`src/rtl/uart_rx_frame_ctrl.sv`:
```
// UART receive frame controller: majority-samples rx_in per bit, assembles the byte,
// strobes the downstream stop checker and reports data/parity/stop/start outcomes.
module uart_rx_frame_ctrl (
  input  logic       clk_based_on_prescale,
  input  logic       asy_reset,
  input  logic       rx_in,
  input  logic [5:0] prescale,
  input  logic       par_en,
  input  logic       par_typ,
  input  logic       stop_error,
  output logic       sampled_data,
  output logic       stop_check_enable,
  output logic [7:0] p_data,
  output logic       data_valid,
  output logic       par_error,
  output logic       stp_error,
  output logic       strt_glitch
);

  typedef enum logic [2:0] {
    IDLE   = 3'd0,
    START  = 3'd1,
    DATA   = 3'd2,
    PARITY = 3'd3,
    STOP   = 3'd4,
    DONE   = 3'd5
  } state_t;

  state_t      state_r;
  logic [5:0]  edge_cnt_r;
  logic [2:0]  bit_cnt_r;
  logic [5:0]  presc_r;
  logic        par_en_r;
  logic        par_typ_r;
  logic [2:0]  smp_r;
  logic [7:0]  shift_r;
  logic        par_err_r;

  logic [5:0]  last_edge_s;
  logic [5:0]  mid_edge_s;
  logic [5:0]  first_edge_s;
  logic [5:0]  third_edge_s;
  logic [5:0]  vote_edge_s;
  logic        bit_end_s;
  logic        in_frame_s;

  function automatic logic maj3(input logic [2:0] s);
    return (s[0] & s[1]) | (s[0] & s[2]) | (s[1] & s[2]);
  endfunction

  function automatic logic exp_parity(input logic [7:0] d, input logic odd);
    return (^d) ^ odd;
  endfunction

  // Sample points and bit-end decode derived from the latched prescale.
  always_comb begin
    last_edge_s  = presc_r - 6'd1;
    mid_edge_s   = {1'b0, presc_r[5:1]};
    first_edge_s = mid_edge_s - 6'd1;
    third_edge_s = mid_edge_s + 6'd1;
    vote_edge_s  = mid_edge_s + 6'd2;
    bit_end_s    = (edge_cnt_r == last_edge_s);
    in_frame_s   = (state_r == START) || (state_r == DATA) ||
                   (state_r == PARITY) || (state_r == STOP);
  end

  // Frame FSM with oversampling counters, majority vote and registered outputs.
  always_ff @(posedge clk_based_on_prescale or posedge asy_reset) begin
    if (asy_reset) begin
      state_r           <= IDLE;
      edge_cnt_r        <= 6'd0;
      bit_cnt_r         <= 3'd0;
      presc_r           <= 6'd0;
      par_en_r          <= 1'b0;
      par_typ_r         <= 1'b0;
      smp_r             <= 3'd0;
      shift_r           <= 8'd0;
      par_err_r         <= 1'b0;
      sampled_data      <= 1'b0;
      stop_check_enable <= 1'b0;
      p_data            <= 8'd0;
      data_valid        <= 1'b0;
      par_error         <= 1'b0;
      stp_error         <= 1'b0;
      strt_glitch       <= 1'b0;
    end else begin
      stop_check_enable <= 1'b0;
      data_valid        <= 1'b0;
      par_error         <= 1'b0;
      stp_error         <= 1'b0;
      strt_glitch       <= 1'b0;

      if (in_frame_s) begin
        if (edge_cnt_r == first_edge_s) smp_r[0] <= rx_in;
        if (edge_cnt_r == mid_edge_s)   smp_r[1] <= rx_in;
        if (edge_cnt_r == third_edge_s) smp_r[2] <= rx_in;
        if (edge_cnt_r == vote_edge_s)  sampled_data <= maj3(smp_r);
        edge_cnt_r <= bit_end_s ? 6'd0 : edge_cnt_r + 6'd1;
      end

      case (state_r)
        IDLE: begin
          edge_cnt_r <= 6'd0;
          if (!rx_in) begin
            // The detection cycle itself is edge 0 of the start bit.
            presc_r    <= prescale;
            par_en_r   <= par_en;
            par_typ_r  <= par_typ;
            par_err_r  <= 1'b0;
            edge_cnt_r <= 6'd1;
            state_r    <= START;
          end
        end
        START: begin
          if (bit_end_s) begin
            if (sampled_data) begin
              strt_glitch <= 1'b1;
              state_r     <= IDLE;
            end else begin
              bit_cnt_r <= 3'd0;
              state_r   <= DATA;
            end
          end
        end
        DATA: begin
          if (bit_end_s) begin
            shift_r[bit_cnt_r] <= sampled_data;
            if (bit_cnt_r == 3'd7) begin
              state_r <= par_en_r ? PARITY : STOP;
            end else begin
              bit_cnt_r <= bit_cnt_r + 3'd1;
            end
          end
        end
        PARITY: begin
          if (bit_end_s) begin
            par_err_r <= (sampled_data != exp_parity(shift_r, par_typ_r));
            state_r   <= STOP;
          end
        end
        STOP: begin
          if (bit_end_s) begin
            stop_check_enable <= 1'b1;
            state_r           <= DONE;
          end
        end
        DONE: begin
          edge_cnt_r <= 6'd0;
          if (stop_error) stp_error <= 1'b1;
          if (par_err_r)  par_error <= 1'b1;
          if (!stop_error && !par_err_r) begin
            p_data     <= shift_r;
            data_valid <= 1'b1;
          end
          state_r <= IDLE;
        end
        default: begin
          edge_cnt_r <= 6'd0;
          state_r    <= IDLE;
        end
      endcase
    end
  end

endmodule

```
`config.mk`:
```
export PLATFORM = sky130hd
export DESIGN_NAME = uart_rx_frame_ctrl
export DESIGN_NICKNAME = d
export VERILOG_FILES = /design/src/rtl/uart_rx_frame_ctrl.sv
export SDC_FILE = /design/constraint.sdc
export NUM_CORES = 1
export LEC_CHECK = 0
export CAP_MARGIN = 5
export CELL_PAD_IN_SITES_DETAIL_PLACEMENT = 0
export CELL_PAD_IN_SITES_GLOBAL_PLACEMENT = 1
export CORE_UTILIZATION = 45
export DETAILED_ROUTE_END_ITERATION = 6
export PLACE_DENSITY = 0.82
export SLEW_MARGIN = 20
export SYNTH_ARGS = -nofsm -noshare
export SYNTH_HDL_FRONTEND = slang
export SYNTH_SLANG_ARGS = --single-unit
```
`constraint.sdc`:
```
create_clock -name clk_based_on_prescale -period 2.7 [get_ports clk_based_on_prescale]
set_clock_uncertainty 0.05 [all_clocks]
set_input_delay 0.27 -clock clk_based_on_prescale [delete_from_list [all_inputs] [get_ports clk_based_on_prescale]]
set_output_delay 0.27 -clock clk_based_on_prescale [all_outputs]
set_load 0.02 [all_outputs]
```
==> results.md, run 1 <==
Power:
- Of the total power, combinational logic draws 0.502.
- Internal power comes to 1817 uW.
- The power per standard cell area is 985.7 nW/um^2.
- Of the total power, the clock network draws 0.163.
- Summed over all cells, the static leakage comes to 0.001424 uW.
- Overall power consumption after layout is estimated at 3195 uW.
- The switching fraction of total power is 0.4313.
- The worst-case IR drop observed on VDD is 0.4396 mV.
- The register share of total power is 0.335.
- The net switching power is 1378 uW.

Placed design:
- Once placement finished, the instance area stood at 3123 sq um.
- The routability-driven placement congestion ratio is 0.8182.
- The count of buffers inserted at the top-level ports is 25.
- Detailed placement ended at an HPWL of 4.487 mm.
- The minimum setup slack after placement is 0.1670 ns.
- Once placement completed, the tool counted placed cells totaling 384.

Synthesis:
- The flip-flop and latch count after synthesis is 46.
- Of the total synthesized cell area, the portion taken by full adders, half adders and majority gates is 0.04834.
- The most area-hungry cell type in the Yosys netlist is sky130_fd_sc_hd__dfrtp_1.
- The share of synthesized area in the top cell type comes to 0.4118.
- The combinational family with the most area after synthesis is simple AND/OR/NAND/NOR gates.
- The share of the yosys chip area belonging to registers is 0.4118.
- The simple-gate portion of the synthesized area is 0.2265.
- Yosys printed 0 warnings.
- The synthesized-area fraction occupied by ao, oa, aoi and oai cells is 0.08281.
- Of the post-synthesis cell area, the part taken by muxes is 0.06714.
- Averaged over all synthesized cells, the footprint is 9.639 sq um.
- The post-synthesis xor/xnor area fraction is 0.1097.
- The number of enable flip-flop cells after synthesis is 0.
- After synthesis the cells add up to 2795 sq um.
- The leading register cell type out of synthesis is sky130_fd_sc_hd__dfrtp_1.
- Synthesis produced a netlist with a net count of 312.
- After synthesis, the cell types taking the most area are sky130_fd_sc_hd__dfrtp_1 (41%), sky130_fd_sc_hd__xnor2_1 (8.5%), sky130_fd_sc_hd__nand2_1 (5.9%), sky130_fd_sc_hd__mux2_2 (4.8%), sky130_fd_sc_hd__ha_1 (4.5%).
- After synthesis, the netlist uses 53 different library cells.
- After synthesis, the share of flip-flops with an asynchronous set or reset is 1.000.
- The number of instances in the synthesized netlist is 290.

Flow run:
- The number of max-cap violations is 0.

STA:
- The tightest slew margin relative to the limit is 0.4631.
- The timing-limited maximum frequency is 404.2 MHz.
- The measured slew at the worst slew-check pin is 0.8026 ns.
- Setup repair after global routing left no endpoint under its margin.
- Setup violations remaining at the end of the flow were counted as 0.
- The minimum period implied by the final worst setup slack is 2.474 ns.
- The number of pins with negative max-slew slack in the final report came to 0.
- Adding up every negative setup slack in the final design gives 0 ns.
- Dividing the final minimum period by the clock period gives 0.9162.
- The count of final hold-check violations is 0.
- The slack of the critical path is 0.2261 ns.

Route:
- After detailed routing, the number of remaining DRC violations is 0.
- The via-per-instance ratio is 5.385.
- The wire length after detailed routing is 6.035 mm.
- The number of DRC violations after detailed-routing iteration 0 is 59.
- The first TritonRoute pass finished after 4 iterations.
- After detailed routing, the average wire length per cell comes to 15.40 microns.
- The routed via count is 2111.
- The number of routed nets with antenna violations is 0.

Layout:
- The net count of the finished layout is 338.
- The area overhead of the layout relative to synthesis is 15.98%.
- The final cell count without fillers is 392.
- The library cell used most frequently in the layout, excluding fill and tap cells, is sky130_fd_sc_hd__dfrtp_1.
- The layout filler cell count is 558.
- In the final layout, the share of cells above drive strength 1 is 0.1262.
- The post-route cell area is 3242 sq um.
- The top cell types in the final layout, fill and taps aside, are sky130_fd_sc_hd__dfrtp_1 (46), sky130_fd_sc_hd__nand2_1 (44), sky130_fd_sc_hd__xnor2_1 (27).
- The repair_antennas step left the layout with diodes totalling 0.

Clocking:
- The tree is rooted in a sky130_fd_sc_hd__clkbuf_8.
- Once the clock tree was built, the resizer swapped 0 gates to a different size.
- The maximum number of buffers from clock root to sink is 2.
- The TritonCTS buffer count is 5.
- The post-CTS repair timing setup buffer count is 0.
- Clock-pin slew was measured on the worst setup and hold paths at 0.09 ns.
- The number of sinks on the clock net is 46.
- For the worst-skew pair, the clock arrives at the later sink with an insertion delay of 0.31 ns.
- In this run the number of H-tree levels came out at 2.
- The number of hold buffers added after CTS was 0.
- TritonCTS built the clock tree.

GRT:
- The number of global-route vias before repair was 2112.
- The residual overflow from global routing is 0.
- The first-pass GRT wire length is 10.17 mm.
- The number of antenna violations at the first check in global routing is 0.
- Entering global routing, the biggest net connects 21 pins.
- In the global route stage, overall resource usage came out at 0.2060.

Critical path:
- The type of the worst setup path is reg2reg.
- The nature of the critical path endpoint is a register.
- The worst register-to-register path ends at shift_r[6]$_DFFE_PP0P_.
- The worst endpoint required time is 2.85 ns.
- The setup check on the worst reg-to-reg path leaves a slack of 0.23 ns.
- In this run the worst path has a maximum fanout of 12.
- For the worst setup path, the data arrival time is 2.62 ns.
- The depth of the most critical reg-to-reg path is 7.
- The reg-to-reg startpoint is presc_r[2]$_DFFE_PP0P_.
- STA classifies the critical path startpoint as a register.

Floorplanning:
- The overall die area is 6531 sq um.
- From left edge to right edge, the die measures 80.82 microns.
- The placeable core region is 5956 sq um.
- The die span in y is 80.82 microns.
- During I/O placement, the number of pins put on the boundary was 26.
- The number of rows created at floorplan is 28.
- The initial standard-cell utilization of the core is 0.4693.

Min path:
- The class of the tightest hold or removal check is in2async.

Outcome:
- The flow ran to the end, and the final reports show no timing, DRC or antenna violations.
-- worst max-delay path by stage --
stage,from,end,slack [ns]
after floorplan,presc_r[1]$_DFFE_PP0P_,shift_r[1]$_DFFE_PP0P_,0.50
after global placement,presc_r[2]$_DFFE_PP0P_,shift_r[6]$_DFFE_PP0P_,0.24
after detailed placement,presc_r[2]$_DFFE_PP0P_,shift_r[6]$_DFFE_PP0P_,0.17
after CTS,presc_r[2]$_DFFE_PP0P_,shift_r[6]$_DFFE_PP0P_,0.15
after global routing,presc_r[2]$_DFFE_PP0P_,shift_r[6]$_DFFE_PP0P_,0.02
final,presc_r[2]$_DFFE_PP0P_,shift_r[6]$_DFFE_PP0P_,0.23
-- power groups by stage --
stage | clock [uW] | sequential [uW] | combinational, uW
floorplan | 0 | 940 | 1370
detailed placement | 0 | 1080 | 1560
global placement | 0 | 1070 | 1550
global route | 559 | 1100 | 1780
finish | 521 | 1070 | 1600
CTS | 540 | 1070 | 1580
-- registers in the layout (all words and copies together) (netlist names), 3 cells and up --
register and count:
p_data 8, shift_r 8, edge_cnt_r 6, presc_r 6, bit_cnt_r 3, smp_r 3, state_r 3
-- cells in the mapped netlist (3+ instances only) --
| cell type | number |
|---|---|
| sky130_fd_sc_hd__nand2_1 | 44 |
| sky130_fd_sc_hd__inv_1 | 11 |
| sky130_fd_sc_hd__nor3_2 | 3 |
| sky130_fd_sc_hd__or4_1 | 4 |
| sky130_fd_sc_hd__nor3_1 | 15 |
| sky130_fd_sc_hd__buf_2 | 6 |
| sky130_fd_sc_hd__dfrtp_1 | 46 |
| sky130_fd_sc_hd__xor2_1 | 8 |
| sky130_fd_sc_hd__mux2_2 | 12 |
| sky130_fd_sc_hd__nor2_1 | 11 |
| sky130_fd_sc_hd__and3_1 | 9 |
| sky130_fd_sc_hd__nand4_1 | 6 |
| sky130_fd_sc_hd__nand3_1 | 8 |
| sky130_fd_sc_hd__buf_4 | 3 |
| sky130_fd_sc_hd__nor4_1 | 3 |
| sky130_fd_sc_hd__xnor2_1 | 27 |
| sky130_fd_sc_hd__nand2b_1 | 5 |
| sky130_fd_sc_hd__o21ai_0 | 6 |
| sky130_fd_sc_hd__a21oi_1 | 5 |
| sky130_fd_sc_hd__clkbuf_1 | 4 |
| sky130_fd_sc_hd__mux2i_1 | 3 |
| sky130_fd_sc_hd__buf_6 | 3 |
| sky130_fd_sc_hd__ha_1 | 10 |
-- critical path, stage by stage, from the launching register on --
cell and delay, ns:
sky130_fd_sc_hd__dfrtp_1 0.43, sky130_fd_sc_hd__inv_1 0.22, sky130_fd_sc_hd__ha_1 0.26, sky130_fd_sc_hd__a21boi_0 0.25
sky130_fd_sc_hd__xnor2_1 0.23, sky130_fd_sc_hd__o211ai_4 0.22, sky130_fd_sc_hd__nor4_1 0.34, sky130_fd_sc_hd__mux2_2 0.37
-- per-layer routing --
metal  part of all wire  global-route usage  wire length, microns
met1               0.49              0.2757                  2967
met2               0.47              0.3336                  2833
met3              0.024             0.04270                   144
met4              0.015             0.06429                    90
met5                  0                   0                     0
-- cell families (layout without fill, tap and decap cells) --
logic type	Yosys count	in the layout
simple gates	120	120
flops	46	46
xor+xnor	35	35
compound gates	32	32
buf+inv	29	56
mux	17	17
fa+ha+maj	11	11
-- area by class of cell --
cell class / instances / area [sq um] / share of cell area
Multi-Input combinational cell: 215 / 1509 / 0.4655
Clock inverter: 2 / 37.54 / 0.01158
Tap cell: 75 / 93.84 / 0.02895
Sequential cell: 46 / 1151 / 0.3551
Inverter: 12 / 45.04 / 0.01389
Timing Repair Buffer: 36 / 332.8 / 0.1027
Clock buffer: 6 / 72.57 / 0.02239
-- per-stage QoR --
step,hold WS [ns],utilization
6_report,0.2296,0.5443
5_1_grt,0.2878,0.5443
4_1_cts,0.2279,0.5429
3_5_place_dp,0.4149,0.5244
3_3_place_gp,0.4117,0.5244
2_1_floorplan,0.3254,-
Power figures use the tool's default switching activity.
==> inputs of run 2 (changes only) <==
CORE_UTILIZATION = 48   (was 45)
PLACE_DENSITY = 0.87   (was 0.82)
clock period = 3.1 ns   (was 2.7 ns; I/O delays follow)
==> results.md, run 2 (synthesis results as in run 1) <==
Critical path:
- The nature of the critical path endpoint is a register (unchanged).
- The arrival time at the worst endpoint came to 2.77 ns (was 2.62 ns).
- The cell at the slowest stage of the critical path is sky130_fd_sc_hd__dfrtp_1 (unchanged).
- The worst endpoint required time is 3.23 ns (was 2.85 ns).
- The type of the worst setup path is reg2reg (unchanged).
- Critical path cell sequence: inv_1 > ha_1 > a21boi_0 > xnor2_1 > o211ai_2 > nor4_1 > mux2_2 (was inv_1 > ha_1 > a21boi_0 > xnor2_1 > o211ai_4 > nor4_1 > mux2_2).
- The type of element launching the critical path is a register (unchanged).
- The critical path's largest stage delay was 0.43 ns (about the same).
- The top fanout value on the critical path was 12 (unchanged).

Layout:
- The net count of the finished layout was 329 (was 338).
- The leading cell type in the layout, fill and taps excluded is sky130_fd_sc_hd__dfrtp_1 (unchanged).
- The area used by sequential logic in the layout is 1151 sq um (unchanged).
- The count of antenna diodes in the layout is 0 (unchanged).
- The area overhead of the layout relative to synthesis is 13.29% (was 15.98%).
- The layout filler cell count is 490 (was 558).
- Biggest regs: p_data x8, shift_r x8 (unchanged).
- The final cell count without fillers is 380 (was 392).
- The area taken by multi-input logic gates is 1500 sq um (was 1509 sq um).
- The ratio of cells with drive above 1 in the final layout came to 0.1039 (was 0.1262).
- The core utilization of the finished layout is 0.5681 (was 0.5443).
- Commonest cells after routing, fill and taps aside: sky130_fd_sc_hd__dfrtp_1 (46), sky130_fd_sc_hd__nand2_1 (44), sky130_fd_sc_hd__xnor2_1 (27) (unchanged).
- The post-route cell area is 3167 sq um (was 3242 sq um).

Clocking:
- The count of hold buffers inserted by post-cts repair is 0 (unchanged).
- The CTS tree is yes (unchanged).
- The clock transition at the registers of the reported paths is 0.09 ns (about the same).
- The maximum number of buffers from clock root to sink came to 2 (unchanged).
- The clock root buffer master was sky130_fd_sc_hd__clkbuf_8 (unchanged).
- The source-to-sink clock delay at the later pin of the worst-skew pair is 0.29 ns (was 0.31 ns).
- The TritonCTS buffer count was 5 (unchanged).
- The post-cts gate resize count is 0 (unchanged).
- The depth of the CTS H-tree is 2 (unchanged).
- The number of sinks on the clock net is 46 (unchanged).
- The post-CTS repair timing setup buffer count is 0 (unchanged).

GRT:
- The number of global-route vias before repair is 2076 (was 2112).
- The residual overflow from global routing is 0 (unchanged).
- The first-pass GRT wire length is 9.956 mm (was 10.17 mm).
- The total global-route track usage came to 0.2079 (was 0.2060).
- The pin count of the biggest net entering global routing was 47 (was 21).
- The number of antenna violations at the first check in global routing came to 0 (unchanged).

STA:
- The timing-limited maximum frequency is 378.8 MHz (was 404.2 MHz).
- The number of pins with negative max-slew slack in the final report came to 0 (unchanged).
- The tightest slew margin relative to the limit is 0.4624 (was 0.4631).
- The total of endpoints with negative setup slack in the final report is 0 (unchanged).
- The measured slew at the worst slew-check pin is 0.8037 ns (was 0.8026 ns).
- The setup TNS after final layout is 0 ns (unchanged).
- The count of final hold-check violations is 0 (unchanged).
- RSZ-0062 raised after global routing: no (unchanged).
- The minimum period implied by the final worst setup slack is 2.640 ns (was 2.474 ns).
- The fraction of the cycle the final worst path needs was 0.8515 (was 0.9162).

Route:
- The number of DRC violations after detailed-routing iteration 0 is 161 (was 59).
- The via-per-instance ratio is 5.455 (was 5.385).
- The number of routed nets with antenna violations is 0 (unchanged).
- The average wire per cell in the routed design is 14.88 microns (was 15.40 microns).
- The routed via count is 2073 (was 2111).
- The number of design rule violations left after detail routing came to 0 (unchanged).
- The wire length after detailed routing came to 5.655 mm (was 6.035 mm).
- The first-pass detailed-route iteration total is 4 (unchanged).

Placed design:
- The routability-driven placement congestion ratio is 0.8996 (was 0.8182).
- The area after detailed placement was 3052 sq um (was 3123 sq um).
- The total half-perimeter wirelength after legalization and detailed placement is 4.114 mm (was 4.487 mm).
- The post-placement cell count is 372 (was 384).
- The count of buffers inserted at the top-level ports is 25 (unchanged).

Flow run:
- The number of max-cap violations is 0 (unchanged).

Power:
- The power per standard cell area is 845.5 nW/um^2 (was 985.7 nW/um^2).
- The static leakage power is 0.001380 uW (was 0.001424 uW).
- The worst-case vdd ir drop is 0.4928 mV (was 0.4396 mV).

Min path:
- The class of the tightest hold or removal check was in2async (unchanged).

Floorplanning:
- The placeable core region was 5574 sq um (was 5956 sq um).
- The initial standard-cell utilization of the core is 0.5015 (was 0.4693).
- The floorplan die width is 78.31 microns (was 80.82 microns).
- The overall die area is 6132 sq um (was 6531 sq um).
- The I/O pin count came to 26 (unchanged).
- The number of rows created at floorplan is 27 (was 28).
- The die span in y is 78.31 microns (was 80.82 microns).

Outcome:
- Run status: complete, no violations (unchanged).
run 2: cell types whose count changed in the layout (fill, tap and decap cells not counted):
cell	before	now
sky130_fd_sc_hd__buf_4	11	2
sky130_fd_sc_hd__clkbuf_1	1	0
sky130_fd_sc_hd__clkinv_2	0	1
sky130_fd_sc_hd__clkinvlp_4	1	2
sky130_fd_sc_hd__inv_2	1	0
sky130_fd_sc_hd__o211ai_2	0	1
sky130_fd_sc_hd__o211ai_4	1	0
run 2: final cells by class:
type	instances	share of cell area
inverter	12	0.01462
clock buffer	5	0.02173
tap	72	0.02845
multi-input combinational	215	0.4737
clock inverter	3	0.01422
sequential	46	0.3635
timing repair buffer	27	0.08376
run 2: through the flow:
step,setup slack (ns),hold slack [ns],total power [uW]
global route,0.2221,0.4658,2894
finish,0.4604,0.4048,2678
global placement,0.6362,0.4137,2196
floorplan,0.8993,0.3654,2011
CTS,0.4775,0.4339,2684
detailed placement,0.5084,0.4124,2221
run 2: metal layers:
layer  share of wire  vias up  global-route usage
li1                -     1045                   -
met1            0.51      992              0.3079
met2            0.45       32              0.3184
met3           0.034        4             0.03488
met4          0.0064        0             0.04444
met5               0        -                   0
run 2: worst paths after layout:
check / depth (start not counted) / to / slack, ns / startpoint
setup / recovery: 7 / shift_r[6]$_DFFE_PP0P_ / 0.46 / presc_r[2]$_DFFE_PP0P_
hold reg to reg: 2 / p_data[4]$_DFFE_PP0P_ / 0.43 / p_data[4]$_DFFE_PP0P_
max in group asynchronous: 2 / bit_cnt_r[1]$_DFFE_PP0P_ / 2.12 / asy_reset
hold / removal: 2 / p_data[7]$_DFFE_PP0P_ / 0.40 / asy_reset
min in group clk_based_on_prescale: 2 / p_data[4]$_DFFE_PP0P_ / 0.43 / p_data[4]$_DFFE_PP0P_
setup reg to reg: 7 / shift_r[6]$_DFFE_PP0P_ / 0.46 / presc_r[2]$_DFFE_PP0P_
run 2: worst max-delay path: cells and delay by family (launching register included):
family | cells | cell delay (ns)
mux | 1 | 0.37
flops | 1 | 0.43
buf+inv | 1 | 0.24
xor+xnor | 1 | 0.20
compound gates | 2 | 0.55
fa+ha+maj | 1 | 0.28
simple gates | 1 | 0.39
run 2: where the power goes:
group / leakage, uW / switching (uW) / internal (uW)
clock network: 0.0000504 / 208 / 240
logic: 0.000717 / 694 / 551
registers: 0.000613 / 262 / 723
